[config.mk]
export PLATFORM = sky130hd
export DESIGN_NAME = fifo_bank_drain
export DESIGN_NICKNAME = d
export VERILOG_FILES = /design/src/rtl/fifo_bank_drain_pkg.sv /design/src/rtl/fifo_bank_drain_rr_ptr.sv /design/src/rtl/fifo_bank_drain.sv
export SDC_FILE = /design/constraint.sdc
export NUM_CORES = 1
export LEC_CHECK = 0
export CAP_MARGIN = 40
export CORE_MARGIN = 10
export CORE_UTILIZATION = 47
export CTS_CLUSTER_SIZE = 28
export DETAILED_ROUTE_END_ITERATION = 12
export PLACE_DENSITY = 0.95
export SYNTH_ARGS = -nofsm -noshare
export SYNTH_HDL_FRONTEND = slang
export SYNTH_SLANG_ARGS = --single-unit
[constraint.sdc]
create_clock -name clk -period 5.5 [get_ports clk]
set_input_delay 0.825 -clock clk [delete_from_list [all_inputs] [get_ports clk]]
set_output_delay 0.825 -clock clk [all_outputs]
set_load 0.005 [all_outputs]
[src/rtl/fifo_bank_drain_pkg.sv]
// fifo_bank_drain_pkg
// Shared types and helpers for the FIFO bank drain stage and the bank itself.
// The flow_id_t/elem_t typedefs are sized for the default configuration
// (16 flows, 8-bit data). Modules built with other parameters declare local
// types of the same shape from their own parameters.
// Optional feature macro used by the drain stage: FIFO_BANK_DRAIN_STATS_EN.

package fifo_bank_drain_pkg;

    localparam int unsigned DefNumFlows  = 16;
    localparam int unsigned DefDataWidth = 8;

    // Flow-id width, shared with fifo_bank. One extra code point is kept so
    // that NUM_FLOWS itself is representable.
    function automatic int unsigned idx_width(input int unsigned num_flows);
        return $clog2(num_flows + 1);
    endfunction

    localparam int unsigned DefIdxWidth = idx_width(DefNumFlows);

    typedef logic [DefIdxWidth-1:0] flow_id_t;

    typedef struct packed {
        flow_id_t                flow_id;
        logic [DefDataWidth-1:0] data;
    } elem_t;

    // Per-cycle use of the shared pop/reinsert port.
    typedef enum logic [1:0] {
        ModeScan,
        ModeReinsert,
        ModeBlocked
    } mode_e;

endpackage

[src/rtl/fifo_bank_drain_rr_ptr.sv]
// fifo_bank_drain_rr_ptr
// Round-robin flow pointer: counts 0..NUM_FLOWS-1 and wraps, advancing only
// when advance_i is set, holding otherwise.
// Ports:
//   clk        clock
//   reset      asynchronous active-high reset (pointer returns to 0)
//   advance_i  step the pointer this cycle
//   ptr_o      current pointer value

module fifo_bank_drain_rr_ptr #(
    parameter int unsigned NUM_FLOWS = 16,
    parameter int unsigned IDX_WIDTH = 5
) (
    input  logic                 clk,
    input  logic                 reset,
    input  logic                 advance_i,
    output logic [IDX_WIDTH-1:0] ptr_o
);

    localparam logic [IDX_WIDTH-1:0] LastIdx = IDX_WIDTH'(NUM_FLOWS - 1);

    logic [IDX_WIDTH-1:0] ptr_q, ptr_d;

    always_comb begin
        ptr_d = ptr_q;
        if (advance_i) begin
            ptr_d = (ptr_q == LastIdx) ? '0 : ptr_q + IDX_WIDTH'(1);
        end
    end

    always_ff @(posedge clk or posedge reset) begin
        if (reset) begin
            ptr_q <= '0;
        end else begin
            ptr_q <= ptr_d;
        end
    end

    assign ptr_o = ptr_q;

endmodule

[src/rtl/fifo_bank_drain.sv]
// fifo_bank_drain
// Downstream scheduler stage for the per-flow FIFO bank. Scans flows
// round-robin through the bank's single pop port, hands each dequeued head to
// the PIFO on a registered valid/ready output, and writes PIFO evictions back
// into the bank through the reinsert path on the same port.
// Optional feature: define FIFO_BANK_DRAIN_STATS_EN to add saturating 32-bit
// dequeue/reinsert counters with a synchronous clear.
// Ports:
//   clk, reset                      clock, asynchronous active-high reset
//   o__pop_flow_id, o__pop          bank pop/reinsert flow and dequeue strobe
//   i__pop_valid, i__pop_data       bank head for o__pop_flow_id (same cycle)
//   o__reinsert_valid/_data         write evicted element back to the bank
//   i__bank_push_valid/_flow_id     snooped ingress push
//   i__flow_eligible                per-flow dequeue permission
//   o__out_valid/_flow_id/_data     element to PIFO; i__out_ready accepts
//   i__evict_valid/_flow_id/_data   element returned by PIFO; o__evict_ready
//   i__stat_clear, o__stat_*        statistics (FIFO_BANK_DRAIN_STATS_EN only)

module fifo_bank_drain
    import fifo_bank_drain_pkg::*;
#(
    parameter  int unsigned NUM_FLOWS  = 16,
    parameter  int unsigned DATA_WIDTH = 8,
    localparam int unsigned IDX_WIDTH  = idx_width(NUM_FLOWS)
) (
    input  logic                  clk,
    input  logic                  reset,
    output logic [IDX_WIDTH-1:0]  o__pop_flow_id,
    output logic                  o__pop,
    input  logic                  i__pop_valid,
    input  logic [DATA_WIDTH-1:0] i__pop_data,
    output logic                  o__reinsert_valid,
    output logic [DATA_WIDTH-1:0] o__reinsert_data,
    input  logic                  i__bank_push_valid,
    input  logic [IDX_WIDTH-1:0]  i__bank_push_flow_id,
    input  logic [NUM_FLOWS-1:0]  i__flow_eligible,
    output logic                  o__out_valid,
    output logic [IDX_WIDTH-1:0]  o__out_flow_id,
    output logic [DATA_WIDTH-1:0] o__out_data,
    input  logic                  i__out_ready,
    input  logic                  i__evict_valid,
    input  logic [IDX_WIDTH-1:0]  i__evict_flow_id,
    input  logic [DATA_WIDTH-1:0] i__evict_data,
    output logic                  o__evict_ready
`ifdef FIFO_BANK_DRAIN_STATS_EN
    ,
    input  logic                  i__stat_clear,
    output logic [31:0]           o__stat_dequeued,
    output logic [31:0]           o__stat_reinserted
`endif
);

    typedef logic [IDX_WIDTH-1:0] fid_t;

    typedef struct packed {
        fid_t                  flow_id;
        logic [DATA_WIDTH-1:0] data;
    } slot_t;

    slot_t out_q, out_d;
    logic  out_valid_q, out_valid_d;
    slot_t ev_q, ev_d;
    logic  ev_valid_q, ev_valid_d;

    fid_t  rr_ptr;
    mode_e mode;
    logic  push_collides;
    logic  head_eligible;
    logic  slot_free;
    logic  pop;

    // A same-flow ingress push wins the bank port, so the reinsert waits.
    always_comb begin
        push_collides = i__bank_push_valid && (i__bank_push_flow_id == ev_q.flow_id);
        if (!ev_valid_q) begin
            mode = ModeScan;
        end else if (push_collides) begin
            mode = ModeBlocked;
        end else begin
            mode = ModeReinsert;
        end
    end

    always_comb begin
        head_eligible = 1'b0;
        for (int unsigned f = 0; f < NUM_FLOWS; f++) begin
            if (rr_ptr == IDX_WIDTH'(f)) begin
                head_eligible = i__flow_eligible[f];
            end
        end
    end

    // Slot frees in the same cycle it drains, giving one element per cycle.
    assign slot_free = !out_valid_q || i__out_ready;
    assign pop       = (mode == ModeScan) && i__pop_valid && head_eligible && slot_free;

    fifo_bank_drain_rr_ptr #(
        .NUM_FLOWS (NUM_FLOWS),
        .IDX_WIDTH (IDX_WIDTH)
    ) u_rr_ptr (
        .clk       (clk),
        .reset     (reset),
        .advance_i (mode == ModeScan),
        .ptr_o     (rr_ptr)
    );

    always_comb begin
        out_d       = out_q;
        out_valid_d = out_valid_q;
        if (pop) begin
            out_valid_d  = 1'b1;
            out_d.flow_id = rr_ptr;
            out_d.data    = i__pop_data;
        end else if (slot_free) begin
            out_valid_d = 1'b0;
        end
    end

    // Capture and reinsert are mutually exclusive: capture needs an empty buffer.
    always_comb begin
        ev_d       = ev_q;
        ev_valid_d = ev_valid_q;
        if (i__evict_valid && !ev_valid_q) begin
            ev_valid_d   = 1'b1;
            ev_d.flow_id = i__evict_flow_id;
            ev_d.data    = i__evict_data;
        end else if (mode == ModeReinsert) begin
            ev_valid_d = 1'b0;
        end
    end

    always_ff @(posedge clk or posedge reset) begin
        if (reset) begin
            out_q       <= '0;
            out_valid_q <= 1'b0;
            ev_q        <= '0;
            ev_valid_q  <= 1'b0;
        end else begin
            out_q       <= out_d;
            out_valid_q <= out_valid_d;
            ev_q        <= ev_d;
            ev_valid_q  <= ev_valid_d;
        end
    end

    assign o__pop_flow_id    = (mode == ModeScan) ? rr_ptr : ev_q.flow_id;
    assign o__pop            = pop;
    assign o__reinsert_valid = (mode == ModeReinsert);
    assign o__reinsert_data  = ev_q.data;
    assign o__out_valid      = out_valid_q;
    assign o__out_flow_id    = out_q.flow_id;
    assign o__out_data       = out_q.data;
    assign o__evict_ready    = !ev_valid_q;

`ifdef FIFO_BANK_DRAIN_STATS_EN
    logic [31:0] stat_deq_q, stat_deq_d;
    logic [31:0] stat_rei_q, stat_rei_d;

    always_comb begin
        stat_deq_d = stat_deq_q;
        stat_rei_d = stat_rei_q;
        if (i__stat_clear) begin
            stat_deq_d = '0;
            stat_rei_d = '0;
        end else begin
            if (pop && (stat_deq_q != '1)) begin
                stat_deq_d = stat_deq_q + 32'd1;
            end
            if ((mode == ModeReinsert) && (stat_rei_q != '1)) begin
                stat_rei_d = stat_rei_q + 32'd1;
            end
        end
    end

    always_ff @(posedge clk or posedge reset) begin
        if (reset) begin
            stat_deq_q <= '0;
            stat_rei_q <= '0;
        end else begin
            stat_deq_q <= stat_deq_d;
            stat_rei_q <= stat_rei_d;
        end
    end

    assign o__stat_dequeued   = stat_deq_q;
    assign o__stat_reinserted = stat_rei_q;
`endif

endmodule

==> impl_metrics.env <==
export IMPL_run_status="finished, final reports clean"
export IMPL_synth_seq_cells=33
export IMPL_first_global_vias=1814
export IMPL_clk_path_buf_depth=2
export IMPL_ys_async_sr_fraction=1.00
export IMPL_globalRouteOverflowTotal=0
export IMPL_cts_root_buf="clkbuf_8"
export IMPL_setup_repair_after_global_routing_missed_its_margin="false"
export IMPL_maximum_number_of_pins_on_one_net_before_global_route_repair=34
export IMPL_synthMostInstantiatedCell="dfrtp_1"
export IMPL_antenna_violations_before_repair=0
export IMPL_dieArea_sq_um=7060
export IMPL_mean_area_per_synthesized_cell_sq_um=10.5
export IMPL_ranking_of_synthesized_cells_by_area="dfrtp_1 43%, mux2_2 8.2%, o32ai_2 5.9%, o21ai_0 4.4%, buf_4 3.1%"
export IMPL_timing_final_crit_share=0.723
export IMPL_place_detailed_hpwl_mm=4.05
export IMPL_power_leakage_nw=1.17
export IMPL_finish_net_count=303
export IMPL_holdCritPathClass="flop to flop"
export IMPL_setup_viol=0
export IMPL_wp_data_required_ps=4680
export IMPL_critical_path_class="input port to primary output"
export IMPL_ys_top_cells_by_count="33 x dfrtp_1, 17 x o21ai_0, 16 x inv_1"
export IMPL_synthesis_instances=184
export IMPL_postCtsHoldBufs=0
export IMPL_worst_r2r_cell_count=9
export IMPL_io_buffer_count=77
export IMPL_clkTransAtPathRegs_ps=80
export IMPL_ys_warn_count=0
export IMPL_rr_endpoint="o__out_data[6]"
export IMPL_worst_slew_pin_slew_ps=693
export IMPL_drt_first_iter_violations=81
export IMPL_number_of_iterations_in_the_first_detailed_routing_pass=4
export IMPL_reg2reg_slack_ps=2860
export IMPL_report_power_total_mw=1.23
export IMPL_layout_drive_gt1_share=0.147
export IMPL_synth_ff_type="dfrtp_1"
export IMPL_cts_repair_timing_setup_buffer_count=0
export IMPL_endpoint_kind="primary output"
export IMPL_report_final_hold_viol_count=0
export IMPL_skew_ps=6.18
export IMPL_netlist_cell_type_count=46
export IMPL_area_delta_synth_final_pct=44.4
export IMPL_drt_total_wl_mm=5.30
export IMPL_regToRegStartpoint="u_rr_ptr.ptr_o[0]"
export IMPL_slew_viol_final=0
export IMPL_rows=23
export IMPL_critPathArrivalTime_ps=3150
export IMPL_inserted_clock_buffers=5
export IMPL_drt_antenna_violating_nets=0
export IMPL_drt_drc_violations_left=0
export IMPL_whs_ps=502
export IMPL_synth_seq_area_share=0.429
export IMPL_n_fill_cell=295
export IMPL_coreArea_sq_um=3970
export IMPL_clk_insertion_delay_late_ps=290
export IMPL_power_per_cell_area_nw_per_um2=443
export IMPL_routabilityCongestion=0.854
export IMPL_antenna_cells=0
export IMPL_cp_startpoint="i__flow_eligible[3]"
export IMPL_timing_final_crit_period_ps=3980
export IMPL_crit_fanout=15
export IMPL_peak_supply_drop_mv=0.235
export IMPL_yosysTopAreaCellShare=0.429
export IMPL_cts_resized_gates=0
export IMPL_cts_tree="built"
export IMPL_max_cap_violations=0
export IMPL_endpoint="o__pop"
export IMPL_number_of_h_tree_levels=2
export IMPL_routedWlPerCell_um=17.5
export IMPL_viasPerCell=5.44
export IMPL_clock_sinks=33
export IMPL_library_cell_occupying_the_most_area_in_the_post_synthesis_netlist="dfrtp_1"
export IMPL_postSynthNetCount=236
export IMPL_fp_dieW_um=84.0
export IMPL_initial_utilization=0.485
export IMPL_synth_edff_count=0
export IMPL_height_of_the_chip_um=84.0
export IMPL_fmax_mhz=251
export IMPL_route_vias_total=1644
export IMPL_timing_critical_path_from_type="input port"
export IMPL_syn_cell_area_sq_um=1930
export IMPL_slew_headroom=0.537
export IMPL_final_setup_tns_ps=0
export IMPL_groute_usage_overall=0.151
export IMPL_floorplan_io_pins=78
export IMPL_worst_hold_path_num_cells=1
export IMPL_grt_pass1_wl_mm=8.94
==> stage by stage <==
stage               cells  area, sq um  setup WS [ps]   util
CTS                   302         2780           1540  0.700
detailed placement    294         2650           1540  0.667
global route          302         2780           1350  0.700
floorplan             184         1930           2740      -
global placement      292         2630           1560  0.663
finish                302         2780           1520  0.700
==> cell usage in the layout (no fill, tap or decap), types with 5 or more instances in the layout <==
master / synthesis / layout
o32ai_1: 5 / 5
buf_4: 8 / 5
o32ai_2: 7 / 7
clkbuf_8: 0 / 5
dfrtp_1: 33 / 33
o21ai_0: 17 / 17
mux2_2: 14 / 14
nand2_1: 11 / 11
inv_1: 16 / 16
clkdlybuf4s50_1: 0 / 77
==> flip-flops by register name, summed over array words and instances (netlist names) <==
register and cells:
o__out_valid 1, o__out_data 8, o__out_flow_id 5, o__reinsert_data 8, ev_valid_q 1, u_rr_ptr.ptr_o 5, ev_q 5
==> critical path: stages <==
cell             delay [ps]
clkdlybuf4s50_1         420
a211o_1                 300
a221o_1                 270
nand4_1                 360
and3_1                  230
buf_4                   220
nor2_1                   70
clkdlybuf4s50_1         460
==> layer usage <==
metal  share of wire  track usage  vias to the layer above
met1            0.39        0.164                      784
li1                -            -                      786
met2            0.48        0.250                       62
met5               0            0                        -
met4           0.023       0.0548                        0
met3            0.10       0.0693                       12
==> power breakdown <==
part	switching [mW]	internal [mW]	total, mW
clock network	0.0952	0.180	0.275
logic	0.283	0.300	0.582
registers	0.0603	0.315	0.375
total	0.438	0.795	1.23
==> how the worst min path moves through the flow <==
stage / start / end / slack, ps
4_1_cts: o__out_flow_id[4] / o__out_flow_id[4] / 510
3_5_place_dp: o__out_flow_id[4] / o__out_flow_id[4] / 490
2_1_floorplan: o__reinsert_data[0] / o__reinsert_data[0] / 480
5_1_grt: o__out_flow_id[4] / o__out_flow_id[4] / 540
3_3_place_gp: o__reinsert_data[2] / o__reinsert_data[2] / 490
6_report: o__out_flow_id[4] / o__out_flow_id[4] / 500
==> cell families after synthesis <==
kind of cell             count (synthesis)  share of synthesized area
AO/OA/AOI/OAI                           51                      0.219
buffers and inverters                   40                      0.113
AND/OR/NAND/NOR                         36                      0.105
flip-flops                              33                      0.429
multiplexers                            14                     0.0818
XOR/XNOR                                 6                     0.0273
adder cells (fa/ha/maj)                  4                     0.0260
==> layout make-up <==
class	count	area (sq um)	share of cell area
well taps	50	62.6	0.0225
clock inverters	3	65.1	0.0234
clock buffers	5	68.8	0.0247
flip-flops and latches	33	826	0.297
inverters	18	67.6	0.0243
multi-input cells	111	883	0.318
repair buffers	82	808	0.291
No activity file was read; power rests on OpenSTA's default activity.
